## src/rtl/router_pkg.sv

```systemverilog
// Shared router definitions: packet header layout inside a unit, output-port
// FSM encoding and the port identifiers used by dispatcher and arbiter.
package router_pkg;

    // Word offsets of the packet header inside a unit
    localparam int unsigned SRC_ID    = 32'd0;
    localparam int unsigned DEST_ID   = 32'd1;
    localparam int unsigned LEN_OFS   = 32'd2;
    localparam int unsigned HDR_WORDS = 32'd3;

    // Output-port FSM encoding (kept as plain constants for older tools)
    localparam logic [2:0] ST_IDLE    = 3'd0;
    localparam logic [2:0] ST_REQ     = 3'd1;
    localparam logic [2:0] ST_CAPT    = 3'd2;
    localparam logic [2:0] ST_SEND    = 3'd3;
    localparam logic [2:0] ST_DONE    = 3'd4;
    localparam logic [2:0] ST_RELEASE = 3'd5;

    // Output port identifiers, one per output port instance
    localparam logic [1:0] PORT_ID_0 = 2'd0;
    localparam logic [1:0] PORT_ID_1 = 2'd1;
    localparam logic [1:0] PORT_ID_2 = 2'd2;
    localparam int unsigned NUM_PORTS = 32'd3;

endpackage

```

## src/rtl/router_output_port_if.sv

```systemverilog
// Bus bundle of one router output port: the arbitrated unit-memory read port
// and the valid/ready output word stream. The port drives the master side.
interface router_output_port_if #(
    parameter int UWIDTH    = 8,
    parameter int PTR_SZ    = 2,
    parameter int PTR_IN_SZ = 4
);
    // Unit memory read port
    logic                 mem_req;
    logic [1:0]           mem_port_id;
    logic [PTR_SZ-1:0]    mem_addr;
    logic [PTR_IN_SZ-1:0] mem_addr_in;
    logic                 mem_gnt;
    logic [UWIDTH-1:0]    mem_rdata;

    // Output word stream
    logic                 out_valid;
    logic [UWIDTH-1:0]    out_data;
    logic                 out_last;
    logic                 out_ready;

    modport master (
        output mem_req, mem_port_id, mem_addr, mem_addr_in,
        output out_valid, out_data, out_last,
        input  mem_gnt, mem_rdata, out_ready
    );

    modport slave (
        input  mem_req, mem_port_id, mem_addr, mem_addr_in,
        input  out_valid, out_data, out_last,
        output mem_gnt, mem_rdata, out_ready
    );

endinterface

```

## src/rtl/router_output_port.sv

```systemverilog
// Router output port: takes a dispatch job (slot address), reads the packet
// of that unit word by word through the arbitrated memory port, streams it
// out on valid/ready and pulses read_done so the slot can be recycled.
// The packet length is learned from header word 2; lengths that overflow
// the unit are clamped to the unit size and flagged on len_err.
module router_output_port
    import router_pkg::*;
#(
    parameter int         UWIDTH    = 8,
    parameter int         PTR_SZ    = 2,
    parameter int         PTR_IN_SZ = 4,
    parameter logic [1:0] PORT_ID   = PORT_ID_0
) (
    input  logic              clk2,
    input  logic              rst,
    input  logic              read_en,
    input  logic [PTR_SZ-1:0] raddr,
    output logic              read_done,
    output logic              busy,
    output logic              len_err,
    router_output_port_if.master bus
);

    // Wide enough to hold HDR_WORDS + max LEN and the unit capacity
    localparam int SUMW = ((UWIDTH > PTR_IN_SZ) ? UWIDTH : PTR_IN_SZ) + 2;
    localparam logic [SUMW-1:0] UNIT_WORDS_S = SUMW'(1) << PTR_IN_SZ;

    logic [2:0]           state_r;
    logic [PTR_IN_SZ:0]   tot_r;        // total words of the packet (clamped)
    logic                 tot_known_r;  // tot_r valid once the LEN word is read
    logic                 err_r;        // LEN overflowed the unit

    logic [SUMW-1:0]      len_sum_s;
    logic [PTR_IN_SZ:0]   tot_new_s;
    logic                 err_new_s;
    logic [PTR_IN_SZ:0]   idx_next_s;
    logic                 last_s;

    assign bus.mem_port_id = PORT_ID;

    // Packet size from the LEN word and last-word detection for the word in flight
    always_comb begin
        len_sum_s  = SUMW'(bus.mem_rdata) + SUMW'(HDR_WORDS);
        idx_next_s = {1'b0, bus.mem_addr_in} + (PTR_IN_SZ+1)'(1);
        tot_new_s  = '0;
        err_new_s  = 1'b0;
        last_s     = 1'b0;
        if (len_sum_s > UNIT_WORDS_S) begin
            tot_new_s = UNIT_WORDS_S[PTR_IN_SZ:0];
            err_new_s = 1'b1;
        end else begin
            tot_new_s = len_sum_s[PTR_IN_SZ:0];
            err_new_s = 1'b0;
        end
        if (bus.mem_addr_in == PTR_IN_SZ'(LEN_OFS)) begin
            last_s = (idx_next_s == tot_new_s);
        end else if (tot_known_r) begin
            last_s = (idx_next_s == tot_r);
        end else begin
            last_s = 1'b0;
        end
    end

    // Job FSM with registered memory request, output word and status outputs
    always_ff @(posedge clk2) begin
        if (rst) begin
            state_r         <= ST_IDLE;
            tot_r           <= '0;
            tot_known_r     <= 1'b0;
            err_r           <= 1'b0;
            read_done       <= 1'b0;
            busy            <= 1'b0;
            len_err         <= 1'b0;
            bus.mem_req     <= 1'b0;
            bus.mem_addr    <= '0;
            bus.mem_addr_in <= '0;
            bus.out_valid   <= 1'b0;
            bus.out_data    <= '0;
            bus.out_last    <= 1'b0;
        end else begin
            case (state_r)
                ST_IDLE: begin
                    if (read_en) begin
                        bus.mem_addr    <= raddr;
                        bus.mem_addr_in <= '0;
                        bus.mem_req     <= 1'b1;
                        busy            <= 1'b1;
                        tot_r           <= '0;
                        tot_known_r     <= 1'b0;
                        err_r           <= 1'b0;
                        state_r         <= ST_REQ;
                    end
                end
                ST_REQ: begin
                    if (bus.mem_gnt) begin
                        bus.mem_req <= 1'b0;
                        state_r     <= ST_CAPT;
                    end
                end
                ST_CAPT: begin
                    bus.out_data  <= bus.mem_rdata;
                    bus.out_valid <= 1'b1;
                    bus.out_last  <= last_s;
                    if (bus.mem_addr_in == PTR_IN_SZ'(LEN_OFS)) begin
                        tot_r       <= tot_new_s;
                        tot_known_r <= 1'b1;
                        err_r       <= err_new_s;
                    end
                    state_r <= ST_SEND;
                end
                ST_SEND: begin
                    if (bus.out_ready) begin
                        bus.out_valid <= 1'b0;
                        bus.out_last  <= 1'b0;
                        if (bus.out_last) begin
                            read_done <= 1'b1;
                            len_err   <= err_r;
                            err_r     <= 1'b0;
                            state_r   <= ST_DONE;
                        end else begin
                            bus.mem_addr_in <= bus.mem_addr_in + PTR_IN_SZ'(1);
                            bus.mem_req     <= 1'b1;
                            state_r         <= ST_REQ;
                        end
                    end
                end
                ST_DONE: begin
                    read_done <= 1'b0;
                    len_err   <= 1'b0;
                    state_r   <= ST_RELEASE;
                end
                ST_RELEASE: begin
                    // 4-phase handshake: a still-high read_en is the old job
                    if (!read_en) begin
                        busy    <= 1'b0;
                        state_r <= ST_IDLE;
                    end
                end
                default: begin
                    state_r       <= ST_IDLE;
                    busy          <= 1'b0;
                    read_done     <= 1'b0;
                    len_err       <= 1'b0;
                    bus.mem_req   <= 1'b0;
                    bus.out_valid <= 1'b0;
                    bus.out_last  <= 1'b0;
                end
            endcase
        end
    end

endmodule

```

## src/flat_wrapper.sv

```systemverilog
// flat-port wrapper written by rule: the top's interface ports become plain ports
module router_output_port_flat import router_pkg::*;
#(
    parameter int         UWIDTH    = 8,
    parameter int         PTR_SZ    = 2,
    parameter int         PTR_IN_SZ = 4,
    parameter logic [1:0] PORT_ID   = PORT_ID_0
)
  (clk2, rst, read_en, raddr, read_done, busy, len_err, bus_mem_req, bus_mem_port_id, bus_mem_addr, bus_mem_addr_in, bus_out_valid, bus_out_data, bus_out_last, bus_mem_gnt, bus_mem_rdata, bus_out_ready);
  router_output_port_if #(.UWIDTH(UWIDTH), .PTR_SZ(PTR_SZ), .PTR_IN_SZ(PTR_IN_SZ)) bus_i ();
  input  logic clk2;
  input  logic rst;
  input  logic read_en;
  input  logic [PTR_SZ-1:0] raddr;
  output logic read_done;
  output logic busy;
  output logic len_err;
  output wire logic [$bits(bus_i.mem_req)-1:0] bus_mem_req;
  output wire logic [$bits(bus_i.mem_port_id)-1:0] bus_mem_port_id;
  output wire logic [$bits(bus_i.mem_addr)-1:0] bus_mem_addr;
  output wire logic [$bits(bus_i.mem_addr_in)-1:0] bus_mem_addr_in;
  output wire logic [$bits(bus_i.out_valid)-1:0] bus_out_valid;
  output wire logic [$bits(bus_i.out_data)-1:0] bus_out_data;
  output wire logic [$bits(bus_i.out_last)-1:0] bus_out_last;
  input wire logic [$bits(bus_i.mem_gnt)-1:0] bus_mem_gnt;
  input wire logic [$bits(bus_i.mem_rdata)-1:0] bus_mem_rdata;
  input wire logic [$bits(bus_i.out_ready)-1:0] bus_out_ready;
  assign bus_mem_req = bus_i.mem_req;
  assign bus_mem_port_id = bus_i.mem_port_id;
  assign bus_mem_addr = bus_i.mem_addr;
  assign bus_mem_addr_in = bus_i.mem_addr_in;
  assign bus_out_valid = bus_i.out_valid;
  assign bus_out_data = bus_i.out_data;
  assign bus_out_last = bus_i.out_last;
  assign bus_i.mem_gnt = bus_mem_gnt;
  assign bus_i.mem_rdata = bus_mem_rdata;
  assign bus_i.out_ready = bus_out_ready;
  router_output_port #(.UWIDTH(UWIDTH), .PTR_SZ(PTR_SZ), .PTR_IN_SZ(PTR_IN_SZ), .PORT_ID(PORT_ID)) u_core (.clk2(clk2), .rst(rst), .read_en(read_en), .raddr(raddr), .read_done(read_done), .busy(busy), .len_err(len_err), .bus(bus_i));
endmodule
```

## config.mk

```make
export PLATFORM = sky130hd
export DESIGN_NAME = router_output_port_flat
export DESIGN_NICKNAME = d
export VERILOG_FILES = /design/src/rtl/router_pkg.sv /design/src/rtl/router_output_port_if.sv /design/src/rtl/router_output_port.sv /design/src/flat_wrapper.sv
export SDC_FILE = /design/constraint.sdc
export NUM_CORES = 1
export LEC_CHECK = 0
export BUFFER_PORTS_ARGS = -buffer_cell sky130_fd_sc_hd__buf_2
export CORE_MARGIN = 2
export CORE_UTILIZATION = 25
export DETAILED_ROUTE_END_ITERATION = 16
export GPL_ROUTABILITY_DRIVEN = 1
export SLEW_MARGIN = 30
export SYNTH_ARGS = -nofsm -noshare
export SYNTH_HDL_FRONTEND = slang
export SYNTH_SLANG_ARGS = --single-unit
```

## constraint.sdc

```tcl
create_clock -name clk2 -period 2.31 [get_ports clk2]
set_clock_uncertainty 0.05 [all_clocks]
set_input_delay 0.231 -clock clk2 [delete_from_list [all_inputs] [get_ports clk2]]
set_output_delay 0.231 -clock clk2 [all_outputs]
set_load 0.03 [all_outputs]
```

==> results.yml, run 1 <==
timing:
  fin_ws_ps: 370
  relSlewSlack: 0.411
  fin_crit_sh: 0.840
  setup_tns_ps: 0
  fmax_ghz: 0.515
  rsz0062_at_grt: "no"
  hold_viol: 0
  min_period_ps: 1940
  finalSetupViolCount: 0
  final_max_slew_viol_count: 0
  timing_worst_slew_pin_value_ps: 877
placed_design:
  place.gp.congestion: 0.849
  dpl_cell_area_um2: 2030
  dpl.hpwl_um: 3270
  pre_cts_ws_ps: 216
  io_buffer_count: 34
grt:
  grt_pass1_vias: 1603
  grt_pass1_wl_um: 7400
  grt_usage: 0.122
  antenna_found_initial: 0
  grt_max_degree: 31
  overflow: 0
logic_synthesis:
  synth_top_cells_by_count: "nand2_1 (36), dfxtp_1 (30), a21oi_1 (26)"
  synth_top_area_cell: "dfxtp_1"
  async_flop_share: 0
  syn_avg_cell_area_um2: 7.63
  synth_area_leaders: "dfxtp_1 (34%), nand2_1 (7.6%), a21oi_1 (7.3%)"
  synth_ff_type: "dfxtp_1"
  synth_edf_count: 0
  yosys.area.top_type_share: 0.338
  ys_ff_latch: 30
  netlist_area_um2: 1780
  ys_seq_area_frac: 0.338
  synthCells: 233
  ys_warn_count: 0
  yosysUniqueCellTypes: 53
  synth.most_common_cell: "nand2_1"
cts:
  clk_path_buf_depth: 2
  clkLatencyLatePin_ps: 280
  cts_hold_buf: 0
  root_buffer: "clkbuf_8"
  h-tree-depth: 2
  cts_tree: "yes"
  clk_pin_slew_ps: 70
  cts_buffers: 5
  cts_setup_buffers: 0
  cts_sinks: 30
  cts_resized: 0
floorplan:
  dieArea_um2: 7800
  rows: 30
  die_width_um: 88.3
  io_pins: 37
  core-area_um2: 6830
  die_h_um: 88.3
  start_util: 0.260
min_path:
  hp-class: "in -> reg"
  hold_depth: 3
  hp-start: "raddr[0]"
setup_path:
  worstSetupEndpointType: "register"
  critical_path_class: "reg -> reg"
  crit_path_end: "u_core.bus.out_last$_SDFFE_PP0P_"
  r2r_cells: 4
  required_ps: 2450
  r2r_slack_ps: 370
  worstPathArrival_ps: 2090
  crit_start: "u_core.state_r[0]$_SDFFE_PP0P_"
  crit_path_start_kind: "register"
  r2r-end: "u_core.bus.out_last$_SDFFE_PP0P_"
  crit_fanout: 15
  r2r-start: "u_core.state_r[0]$_SDFFE_PP0P_"
routing:
  routed_wl_um: 4380
  vias_per_cell: 4.66
  drtAntennaViolNets: 0
  wl_per_cell_um: 12.0
  initialDrtViolationCount: 110
  vias: 1698
  first_pass_iters: 4
  drcViolationCount: 0
run_status:
  status: "finished, final reports clean"
finish:
  n_antenna_cell: 0
  post-route-util: 0.310
  area_growth_pct: 19.1
  drive_gt1_frac: 0.198
  fill_cells: 767
  finalInstanceArea_um2: 2120
  nNetsFinal: 286
pwr:
  leakage_nw: 0.840
  peakVddDrop_mv: 0.218
  pwr_density_cell_nw_per_um2: 714
run:
  drv_cap: 0
==> how the worst min path moves through the flow <==
stage	end	slack [ps]
3_3_place_gp	u_core.bus.out_data[4]$_SDFFE_PP0P_	390
4_1_cts	u_core.bus.mem_addr[0]$_SDFFE_PP0P_	120
2_1_floorplan	u_core.bus.out_data[6]$_SDFFE_PP0P_	310
6_report	u_core.bus.mem_addr[0]$_SDFFE_PP0P_	130
3_5_place_dp	u_core.bus.out_data[7]$_SDFFE_PP0P_	400
5_1_grt	u_core.bus.mem_addr[0]$_SDFFE_PP0P_	180
==> power by group <==
| group | switching (mW) | internal, mW | leakage [nW] |
|---|---|---|---|
| logic | 0.297 | 0.164 | 0.549 |
| registers | 0.0459 | 0.562 | 0.243 |
| clock network | 0.202 | 0.240 | 0.0482 |
==> critical path, cell delays in order (launching register included) <==
cell and delay, ps:
dfxtp_1 470, or3_4 530, nor4_1 400, nand4b_1 130, a311oi_1 270
==> registers in the layout, indices dropped and copies added (netlist names) <==
signal / count
u_core.bus.out_data: 8
u_core.tot_r: 5
u_core.bus.mem_addr_in: 4
u_core.state_r: 3
u_core.bus.mem_addr: 2
u_core.bus.mem_req: 1
u_core.bus.out_last: 1
u_core.bus.out_valid: 1
u_core.busy: 1
u_core.err_r: 1
u_core.len_err: 1
u_core.read_done: 1
u_core.tot_known_r: 1
==> cells in the final DEF, fill, tap and decap left out, types with 3 or more instances in the layout <==
master     n
nand3_1    4
nor4_1     3
o21ai_0    6
nand2b_1   4
nand3b_1   4
xnor2_1    5
clkbuf_8   6
mux2i_1    6
ha_1       4
buf_2     34
dfxtp_1   30
inv_1      9
nor2_1    25
a21oi_1   26
buf_4      7
nor3_1    12
nand2_1   36
xor2_1     4
==> layout make-up <==
cell class,count,area [um^2],share of cell area
multi-input cells,179,1040,0.493
flip-flops and latches,30,601,0.284
repair buffers,41,223,0.105
well taps,96,120,0.0567
clock buffers,7,86.3,0.0408
inverters,10,37.5,0.0177
clock inverters,1,5.00,0.00236
==> kinds of logic after synthesis <==
kind of cell               after synthesis  synth area share
AOI/OAI and AO/OA                       55             0.192
xor gates and xnor gates                 9            0.0443
adders and majority gates                4            0.0282
buffers and inverters                   25            0.0767
DFF                                     30             0.338
muxes                                    6            0.0338
other                                    1           0.00211
and+or+nand+nor                        103             0.285
==> per-layer routing <==
| metal | share of wire | GRT usage | wire length (um) | up-vias |
|---|---|---|---|---|
| met5 | 0 | 0 | 0 | - |
| met4 | 0.017 | 0.0468 | 73 | 0 |
| met3 | 0.054 | 0.0401 | 238 | 7 |
| met2 | 0.45 | 0.193 | 1980 | 46 |
| met1 | 0.48 | 0.154 | 2100 | 766 |
| li1 | - | - | - | 879 |
==> per-stage QoR <==
| stage | power (mW) | cells | hold WS [ps] |
|---|---|---|---|
| final | 1.51 | 364 | 132 |
| after global routing | 1.61 | 364 | 176 |
| after CTS | 1.53 | 364 | 124 |
| after detailed placement | 1.08 | 356 | 396 |
| after global placement | 1.08 | 356 | 388 |
| after floorplan | 0.939 | 234 | 314 |
Note: power is estimated with default switching activity, not from simulation.
==> run 2: changes to the inputs <==
Clock period 2.31 ns to 1.95 ns, I/O delays scaled along.
==> run 2 against run 1 <==
Via count grew 2.1%. Count of clock-buffer cells in the layout shrank 2. Power up 17%. Global-route usage is 0.44 points lower. Critical path type unchanged.
==> results.yml, run 2 (synthesis results as in run 1) <==
run_status:
  status: "finished, final reports clean"
setup_path:
  crit_path_max_incr_delay_ps: 460
  crit_fanout: 13
  cp_slowest_cell: "or3_4"
  worstPathArrival_ps: 1930
  path_depth: 4
  critical_path_class: "reg -> reg"
  crit_path_start_kind: "register"
  required_ps: 2080
  worstSetupEndpointType: "register"
  cp_cell_sequence: "or3_4 > nor4_1 > nand4b_1 > a311oi_1"
  r2r_cells: 4
  cp_top_family: "simple AND/OR/NAND/NOR gates"
  crit_buf_inv: 0
routing:
  first_pass_iters: 4
  routed_wl_um: 4390
  drtAntennaViolNets: 0
  initialDrtViolationCount: 94
  wl_per_cell_um: 11.7
  vias: 1734
  drcViolationCount: 0
  vias_per_cell: 4.61
timing:
  final_max_slew_viol_count: 0
  relSlewSlack: 0.596
  fmax_ghz: 0.558
  fin_ws_ps: 157
  min_period_ps: 1790
  fin_crit_sh: 0.919
  rsz0062_at_grt: "no"
  timing_worst_slew_pin_value_ps: 605
  finalSetupViolCount: 0
  setup_tns_ps: 0
  hold_viol: 0
cts:
  cts_setup_buffers: 0
  cts_resized: 0
  cts_sinks: 30
  cts_tree: "yes"
  clk_pin_slew_ps: 60
  clkLatencyLatePin_ps: 280
  root_buffer: "clkbuf_8"
  cts_hold_buf: 0
  h-tree-depth: 2
  clk_path_buf_depth: 2
  cts_buffers: 5
placed_design:
  dpl.hpwl_um: 3340
  dpl_cell_area_um2: 2120
  pre_cts_ws_ps: -89.5
  io_buffer_count: 34
  place.gp.congestion: 0.867
grt:
  grt_pass1_wl_um: 7270
  use_met3: 0.0280
  use_met2: 0.183
  grt_usage: 0.118
  top_usage_layer: "met2"
  grt_pass1_vias: 1580
  overflow: 0
  met1_usage: 0.157
  antenna_found_initial: 0
  grt_max_degree: 31
floorplan:
  die_width_um: 88.3
  io_pins: 37
  core-area_um2: 6830
  start_util: 0.260
  rows: 30
  die_h_um: 88.3
  dieArea_um2: 7800
finish:
  area_growth_pct: 24.1
  drive_gt1_frac: 0.243
  largestRegisters: "u_core.bus.out_data x8, u_core.tot_r x5, u_core.bus.mem_addr_in x4"
  fill_cells: 757
  n_antenna_cell: 0
  largest_reg_flops: 8
  final_common_cell: "nand2_1"
  post-route-util: 0.323
  largest_register: "u_core.bus.out_data"
  final_cell_mix: "nand2_1 (36), buf_2 (34), dfxtp_1 (29), a21oi_1 (26), nor2_1 (25)"
  finalInstanceArea_um2: 2210
  nNetsFinal: 299
pwr:
  leakage_nw: 0.899
  pwr_density_cell_nw_per_um2: 804
  peakVddDrop_mv: 0.250
min_path:
  hold_depth: 3
  hp-class: "in -> reg"
run:
  drv_cap: 0
[run 2: changes by cell type in the layout (fill, tap and decap cells not counted)]
cell      before  now
dfxtp_1       30   29
dfxtp_2        0    1
ha_2           0    1
clkinv_2       1    2
clkbuf_1       1    0
buf_4          7   20
clkbuf_8       6    5
ha_1           4    3
[run 2: stage by stage]
| stage | power (mW) | hold WS [ps] | std cells |
|---|---|---|---|
| 6_report | 1.77 | 105 | 376 |
| 5_1_grt | 1.90 | 129 | 376 |
| 4_1_cts | 1.81 | 102 | 376 |
| 3_5_place_dp | 1.32 | 393 | 369 |
| 3_3_place_gp | 1.31 | 383 | 369 |
| 2_1_floorplan | 1.11 | 278 | 234 |
[run 2: power by group]
group / switching, mW / internal [mW]
sequential: 0.0562 / 0.666
combinational: 0.351 / 0.229
clock: 0.232 / 0.239
total: 0.639 / 1.13
[run 2: layout make-up]
type	count	area, um^2	share of cell area
Tap cell	96	120	0.0545
Multi-Input combinational cell	179	1050	0.475
Sequential cell	30	602	0.273
Clock buffer	5	68.8	0.0312
Inverter	10	37.5	0.0170
Timing Repair Buffer	54	320	0.145
Clock inverter	2	10.0	0.00454
[run 2: metal layers]
metal	vias up	wire length, um
li1	900	-
met1	802	2160
met2	30	2010
met3	2	205
met4	0	22
met5	-	0
[run 2: worst paths after layout]
check                                           start                                  end  slack [ps]
setup reg to reg       u_core.state_r[0]$_SDFFE_PP0P_     u_core.bus.out_last$_SDFFE_PP0P_         160
setup / recovery       u_core.state_r[0]$_SDFFE_PP0P_     u_core.bus.out_last$_SDFFE_PP0P_         160
hold reg to reg   u_core.bus.out_data[7]$_SDFFE_PP0P_  u_core.bus.out_data[7]$_SDFFE_PP0P_         400
hold / removal                               raddr[0]  u_core.bus.mem_addr[0]$_SDFFE_PP0P_         100
[run 2: worst reg2reg max path: cells and delay by family (launching register included)]
family          cells  cell delay (ps)
compound gates      1              270
flops               1              430
simple gates        3              950
